[src/rtl/branch_sequencer.sv]
// Execute sequencer for PC-altering and two-word instructions: latches OPR/OPA,
// tracks first/second word, and issues single-cycle X3 strobes.
module branch_sequencer #(
  parameter int M1_CYC = 3,
  parameter int M2_CYC = 4,
  parameter int X3_CYC = 7
) (
  input  logic        clk,
  input  logic        rstN,
  input  logic [2:0]  cycle,
  input  logic [3:0]  romData,
  input  logic [11:0] pcAddr,
  input  logic        accZero,
  input  logic        carryFlag,
  input  logic        testIn,
  input  logic [3:0]  regDout,
  input  logic [7:0]  pairDout,
  input  logic [11:0] stackPcOut,
  output logic        pcLoad,
  output logic [11:0] pcNew,
  output logic        push,
  output logic [11:0] stackPcIn,
  output logic        pop,
  output logic        regWe,
  output logic [3:0]  regAddr,
  output logic [3:0]  regDin,
  output logic        pairWe,
  output logic [3:0]  pairAddr,
  output logic [7:0]  pairDin,
  output logic        accLoad,
  output logic [3:0]  accData,
  output logic        secondWord
);

  typedef enum logic {FIRST = 1'b0, SECOND = 1'b1} state_t;

  localparam logic [3:0] OP_JCN = 4'h1;
  localparam logic [3:0] OP_FIM = 4'h2;
  localparam logic [3:0] OP_JIN = 4'h3;
  localparam logic [3:0] OP_JUN = 4'h4;
  localparam logic [3:0] OP_JMS = 4'h5;
  localparam logic [3:0] OP_ISZ = 4'h7;
  localparam logic [3:0] OP_BBL = 4'hC;

  state_t      state_q, state_d;
  logic [3:0]  opr_q, opr_d;
  logic [3:0]  opa_q, opa_d;
  logic [3:0]  opr1_q, opr1_d;
  logic [3:0]  opa1_q, opa1_d;

  logic        is_m1, is_m2, is_x3;
  logic        two_word;
  logic [7:0]  word2;
  logic [11:0] pc_plus1;
  logic [3:0]  page_next;
  logic [3:0]  isz_inc;
  logic [3:0]  idx_sel;
  logic        jcn_cond;
  logic        jcn_taken;

  assign is_m1     = (cycle == 3'(M1_CYC));
  assign is_m2     = (cycle == 3'(M2_CYC));
  assign is_x3     = (cycle == 3'(X3_CYC));
  assign two_word  = (opr_q == OP_JCN) || (opr_q == OP_JUN) || (opr_q == OP_JMS) ||
                     (opr_q == OP_ISZ) || ((opr_q == OP_FIM) && !opa_q[0]);
  assign word2     = {opr_q, opa_q};
  assign pc_plus1  = pcAddr + 12'd1;
  assign page_next = pc_plus1[11:8];
  assign isz_inc   = regDout + 4'd1;
  assign idx_sel   = (state_q == SECOND) ? opa1_q : opa_q;
  assign jcn_cond  = (opa1_q[2] & accZero) | (opa1_q[1] & carryFlag) | (opa1_q[0] & ~testIn);
  assign jcn_taken = opa1_q[3] ? ~jcn_cond : jcn_cond;

  always_ff @(posedge clk) begin
    if (!rstN) begin
      state_q <= FIRST;
      opr_q   <= 4'h0;
      opa_q   <= 4'h0;
      opr1_q  <= 4'h0;
      opa1_q  <= 4'h0;
    end else begin
      state_q <= state_d;
      opr_q   <= opr_d;
      opa_q   <= opa_d;
      opr1_q  <= opr1_d;
      opa1_q  <= opa1_d;
    end
  end

  always_comb begin
    state_d = state_q;
    opr_d   = opr_q;
    opa_d   = opa_q;
    opr1_d  = opr1_q;
    opa1_d  = opa1_q;
    if (is_m1) opr_d = romData;
    if (is_m2) opa_d = romData;
    if (is_x3) begin
      case (state_q)
        FIRST: begin
          if (two_word) begin
            opr1_d  = opr_q;
            opa1_d  = opa_q;
            state_d = SECOND;
          end
        end
        default: state_d = FIRST;
      endcase
    end
  end

  always_comb begin
    pcLoad     = 1'b0;
    pcNew      = 12'h000;
    push       = 1'b0;
    stackPcIn  = 12'h000;
    pop        = 1'b0;
    regWe      = 1'b0;
    regAddr    = idx_sel;
    regDin     = 4'h0;
    pairWe     = 1'b0;
    pairAddr   = {idx_sel[3:1], 1'b0};
    pairDin    = 8'h00;
    accLoad    = 1'b0;
    accData    = 4'h0;
    secondWord = (state_q == SECOND);
    // Strobes are held off while reset is asserted, even in X3.
    if (is_x3 && rstN) begin
      if (state_q == FIRST) begin
        if ((opr_q == OP_JIN) && opa_q[0]) begin
          pcLoad = 1'b1;
          pcNew  = {pcAddr[11:8], pairDout};
        end else if (opr_q == OP_BBL) begin
          pop     = 1'b1;
          pcLoad  = 1'b1;
          pcNew   = stackPcOut;
          accLoad = 1'b1;
          accData = opa_q;
        end
      end else begin
        case (opr1_q)
          OP_JUN: begin
            pcLoad = 1'b1;
            pcNew  = {opa1_q, word2};
          end
          OP_JMS: begin
            push      = 1'b1;
            stackPcIn = pc_plus1;
            pcLoad    = 1'b1;
            pcNew     = {opa1_q, word2};
          end
          OP_JCN: begin
            if (jcn_taken) begin
              pcLoad = 1'b1;
              pcNew  = {page_next, word2};
            end
          end
          OP_ISZ: begin
            regWe  = 1'b1;
            regDin = isz_inc;
            if (isz_inc != 4'h0) begin
              pcLoad = 1'b1;
              pcNew  = {page_next, word2};
            end
          end
          OP_FIM: begin
            pairWe  = 1'b1;
            pairDin = word2;
          end
          default: ;
        endcase
      end
    end
  end

endmodule

[config.mk]
export PLATFORM = sky130hd
export DESIGN_NAME = branch_sequencer
export DESIGN_NICKNAME = d
export VERILOG_FILES = /design/src/rtl/branch_sequencer.sv
export SDC_FILE = /design/constraint.sdc
export NUM_CORES = 1
export LEC_CHECK = 0
export BUFFER_PORTS_ARGS = -buffer_cell sky130_fd_sc_hd__buf_2
export CORE_MARGIN = 2
export CORE_UTILIZATION = 45
export CTS_BUF_LIST = sky130_fd_sc_hd__clkbuf_8
export DETAILED_ROUTE_END_ITERATION = 12
export PLACE_DENSITY = 0.83
export SETUP_SLACK_MARGIN = 0.1
export SYNTH_ARGS = -nofsm -noshare
export SYNTH_HDL_FRONTEND = slang
export SYNTH_SLANG_ARGS = --single-unit
[constraint.sdc]
create_clock -name clk -period 2.4 [get_ports clk]
set_input_delay 0.48 -clock clk [delete_from_list [all_inputs] [get_ports clk]]
set_output_delay 0.48 -clock clk [all_outputs]
set_load 0.01 [all_outputs]
=== Word level (Yosys, flattened, before mapping) ===
Cells that the tools add are included.

* Register bits after elaboration: 17
* Latch bits: 0
* Memory bits (writable): 0
* Bits in read-only memories: 0
* Input port bits: 48
* Output and inout bits: 55
* Logic and storage cells: 84
* Memories kept: 0

* $add $sub $neg: 2
* $mul: 0
* Divide/modulo/power cells: 0
* Magnitude comparators: 0
* Equal/unequal tests: 15
* Shift operators: 0
* Multiplexer cells: 43
* Bitwise operators: 8
* Reductions and logical operators: 11

{| class="wikitable"
|+ Operator list
! kind !! count
|-
| two-way mux 12 bit || 9
|-
| case mux 12 bit (3 select lines) || 1
|-
| two-way mux 4 bit || 8
|-
| == test 4 x 3 -> 1 bit (second input constant) || 6
|-
| two-way mux 8 bit || 3
|-
| two-way mux 1 bit || 21
|-
| adder 12 x 1 -> 12 bit (second input constant) || 1
|-
| == test 4 x 2 -> 1 bit (second input constant) || 3
|-
| == test 4 x 1 -> 1 bit (second input constant) || 2
|-
| == test 3 bit (second input constant) || 2
|-
| adder 4 x 1 -> 4 bit (second input constant) || 1
|-
| == test 4 bit (second input constant) || 1
|-
| logical OR 1 bit || 4
|-
| nonzero test 4 bit || 1
|-
| AND 1 bit || 3
|-
| == test 3 x 2 -> 1 bit (second input constant) || 1
|-
| logical AND 1 bit || 3
|-
| inverter 1 bit || 3
|-
| case mux 1 bit (3 select lines) || 1
|-
| AND reduction 3 bit || 1
|-
| OR 1 bit || 2
|-
| OR reduction 2 bit || 1
|-
| logical NOT 1 bit || 1
|}

=== Depth between registers and ports, before layout ===
* Depth in word-level cells: 9
* Depth in mapped cells: 6
* Mapped depth without buffers: 5

=== Least setup slack after synthesis ===
No wires, ideal clock.

* Path kind: register to output
* From: register opr1_q[0]
* To: output port pcNew[10]
* Arrival time: 1,737 ps
* Required time: 1,920 ps
* Path slack: 183 ps
* Stages on the path, launching flop included: 6
* Buffers on the path: 1
* Cell sequence: dfxtp_1 > buf_2 > or4b_1 > and4bb_2 > nor3_1 > o31ai_1

* Cells in the longest elaborated chain, start to end: 5
* Elaborated cells on any way between the ends: 8
* Classes of those cells: eq/ne: 4; mux: 3; reduce/logical: 1

{| class="wikitable"
|+ Ends and longest elaborated chain
! what !! line !! source
|-
| start: declaration || 48 || <nowiki>logic [3:0] opr1_q, opr1_d;</nowiki>
|-
| start signal: assignment || 85 || <nowiki>opr1_q <= opr1_d;</nowiki>
|-
| == test 4 x 3 -> 1 bit || 141 || <nowiki>case (opr1_q)</nowiki>
|-
| OR reduction 2 bit (no source line) || - ||
|-
| case mux 12 bit (3 select lines) * || 141 ||
|-
| two-way mux 12 bit * || 129 || <nowiki>if (state_q == FIRST) begin</nowiki>
|-
| two-way mux 12 bit * || 128 || <nowiki>if (is_x3 && rstN) begin</nowiki>
|-
| end: declaration || 20 || <nowiki>output logic [11:0] pcNew,</nowiki>
|}

Mark *: on every way between the ends. The rest lies on a longest branch, timed or not.

=== Final worst setup path ===
* From: register opr1_q[1]
* To: output port pcNew[5]

The elaborated chain is that of the path after synthesis.

==> summary.md <==
| Metric | Value |
|---|---|
| Run status | complete, but fails checks |
| Failing checks | negative setup slack |
| PortBufs | between 100 and 150 |
| Max clock buf depth | 2 |
| Yosys reg bits | 17 |
| Final WS setup | -207 ps |
| Worst IR drop on VDD | 243 uV |
| Setup CP Type | reg2out |
| Largest net degree at the start of global routing | 30 |
| Sequential-to-total area share from yosys stat | 20.0% |
| GRT Residual Overflow | 0 |
| Setup violations, final | 12 |
| WHS | between 400 and 500 ps |
| HP Class | in2reg |
| Max Fclk | roughly 0.38 GHz |
| Post-route minimum period | 2610 ps |
| RSZ-0062 raised after global routing | yes |
| GP Congestion | 0.818 |
| NumNets Final | slightly below 400 |
| Worst path arrival time | roughly 2100 ps |
| HP Start | rstN |
| Largest stage delay on the critical path | between 500 and 600 ps |
| Clock Pin Slew Worst Setup and Hold Paths | roughly 70 ps |
| Yosys cell types | between 40 and 50 |
| FF-to-FF path depth | 5 |
| Routed via count | about 2400 |
| First-pass GRT wire length | roughly 9.6 mm |
| CP cell instances | or4b_4 > a211oi_4 > buf_4 > o21bai_4 > a221oi_2 > buf_2 |
| Required time of the critical path | 1920 ps |
| WL final | 6.37 mm |
| Mapped Area | 1700 um^2 |
| Max Fanout on Critical Path | 5 |
| Routed Antenna Nets | 0 |
| Detailed-route DRC error count | 0 |
| DR pass1 iterations | 5 |
| Num CTS Buffers | 3 |
| Crit. End Element | output pin |
| Vias/cell | between 5 and 6 |
| Chip height | approximately 66 um |
| Share of cells above drive strength 1 | between 40% and 50% |
| H-tree depth | 1 |
| Initial Util | 46.5% |
| Dpl ws | -58.3 ps |
| Worst path top cell family by delay | compound AO/OA/AOI/OAI gates |
| Vias in the first global route | 2156 |
| HPWL after DPL | 4.44 mm |
| GRT Total Usage | 28.1% |
| Slew Limit Fails | 0 |
| Cells after Synth | between 200 and 250 |
| Site Rows | 22 |
| Clock Skews | ~1.9 ps |
| Slew margin rel. | approximately 56% |
| Post-synth EDFFs | 0 |
| R2R Path End | opa1_q[3] |
| Crit path from | opr1_q[1] |
| Commonest cells after routing, fill and taps aside | buf_2 (90), nor2_1 (33), buf_4 (19) |
| Final instance area | about 2600 um^2 |
| CP Depth | 6 |
| Power Density | ~260 nW/um^2 |
| CP bufs+invs | 2 |
| Ys async rst share | 0% |
| Final hold violations | 0 |
| Root buffer cell | clkbuf_8 |
| Power, Total | approximately 0.00067 W |
| Worst R2R Setup Slack | ~700 ps |
| DRT iter0 DRCs | 124 |
| Slowest cell on crit path | or4b_4 |
| Worst Tran Pin Value | ~650 ps |
| I/O pin cnt | 103 |
| Synth Flop Type | dfxtp_1 |
| Worst-skew pair later-pin latency | around 260 ps |
| N_diodes | 0 |
| Syn_nets | about 280 |
| P_leak | ~1.2 nW |
| Routed WL per cell | 16.1 um |
| Commonest non-fill, non-tap cell in the layout | buf_2 |
| CTS Hold Bufs | 0 |
| Fill cells | between 200 and 300 |
| Mean Syn Cell Area | around 7.3 um^2 |
| Area grow syn2layout | 52.4% |
| Die extent in x | 65.5 um |
| Core ar. | between 3000 and 4000 um^2 |
| CTS tree | done |
| Final period util | 109% |
| Die area | approximately 4300 um^2 |
| # Max-Cap Violations | 0 |
| Worst flop-to-flop path startpoint | opr_q[0] |
| Worst Setup EP | pcNew[5] |
| Initial antenna violation count | 0 |
| Crit start category | register |
| Sink Count | 17 |
| Synth Warn # | 0 |
| Dpl cell area | ~2300 um^2 |
## synthesized netlist by cell type (2+ instances only)
cell type	number	area share, %
and2_1	10	3.7
nor2_1	34	7.5
nand3b_1	2	0.88
nand2b_1	4	1.5
dfxtp_1	17	20
and3_1	7	2.6
ha_1	2	1.5
mux2i_1	4	2.3
a32o_1	4	2.3
a22oi_1	5	2.2
nor3_1	8	2.3
o21ai_0	11	3.2
xor2_1	3	1.5
clkbuf_1	8	1.8
a221oi_2	8	7.0
nand4_1	4	1.5
o31ai_1	4	1.8
a221oi_1	8	4.1
a21oi_1	13	3.8
a211oi_2	2	1.5
nand2_1	12	2.6
buf_4	5	2.2
inv_1	14	3.1
xnor2_1	9	4.6
nand3_1	15	4.4
## state kept, by name, indices dropped and copies added, names as in the netlist
register / count
opa1_q: 4
opr_q: 4
secondWord: 1
opa_q: 4
opr1_q: 4
## kinds of logic (layout without fill, tap and decap cells)
kind of cell	after synthesis	after routing	synth area share [%]
AND/OR/NAND/NOR	106	107	32.3
AO/OA/AOI/OAI	60	61	29.1
buffers and inverters	30	142	7.78
flip-flops	17	17	20.0
XOR/XNOR	12	12	6.17
multiplexers	4	4	2.35
adder cells (fa/ha/maj)	3	3	2.06
other	1	1	0.220
## metal layers
metal	track usage, %	vias to the layer above	wire length (um)
met2	51.8	159	3190
met1	31.2	1084	2330
met5	0	-	0
met3	5.31	25	638
met4	12.0	0	204
li1	-	1085	-
## report_power, final
part	internal (W)	switching (W)
clock network	0.000114	0.000102
registers	0.000287	0.00000583
logic	0.0000724	0.0000880
## per-stage QoR
stage                     instances  TNS, ps  utilization (%)
after detailed placement        384     -379             63.6
final                           395    -1500             71.0
after global routing            395    -2000             71.0
after floorplan                 233        0                -
after CTS                       392    -1280             66.7
after global placement          384     -115             63.6
## worst min path at each step
stage	endpoint	slack [ps]	depth (start not counted)
after global placement	opa1_q[3]	490	2
final	opr1_q[3]	460	2
after detailed placement	opa1_q[3]	500	2
after global routing	opr1_q[3]	480	2
after floorplan	opa1_q[1]	460	2
after CTS	opa_q[0]	470	3
## area by class of cell
| type | count | area, um^2 | share of cell area (%) |
|---|---|---|---|
| Inverter | 15 | 56.3 | 2.17 |
| Clock inverter | 1 | 3.75 | 0.145 |
| Timing Repair Buffer | 123 | 754 | 29.0 |
| Sequential cell | 17 | 343 | 13.2 |
| Clock buffer | 3 | 41.3 | 1.59 |
| Tap cell | 48 | 60.1 | 2.31 |
| Multi-Input combinational cell | 188 | 1340 | 51.5 |
## worst reg2reg max path, delay by kind of cell, from the launching register on
family          cells  cell delay (ps)
compound gates      3              980
flops               1              320
simple gates        1              180
buf+inv             1              170
## timing repair
| item | 4_1_cts | 5_1_grt |
|---|---|---|
| pin swaps | 11 | 16 |
| cloned | 2 | 1 |
| setup buffers | 2 | 2 |
| setup endpoints to repair | 24 | 30 |
| resized for setup | 8 | 33 |
Power figures use the tool's default switching activity.
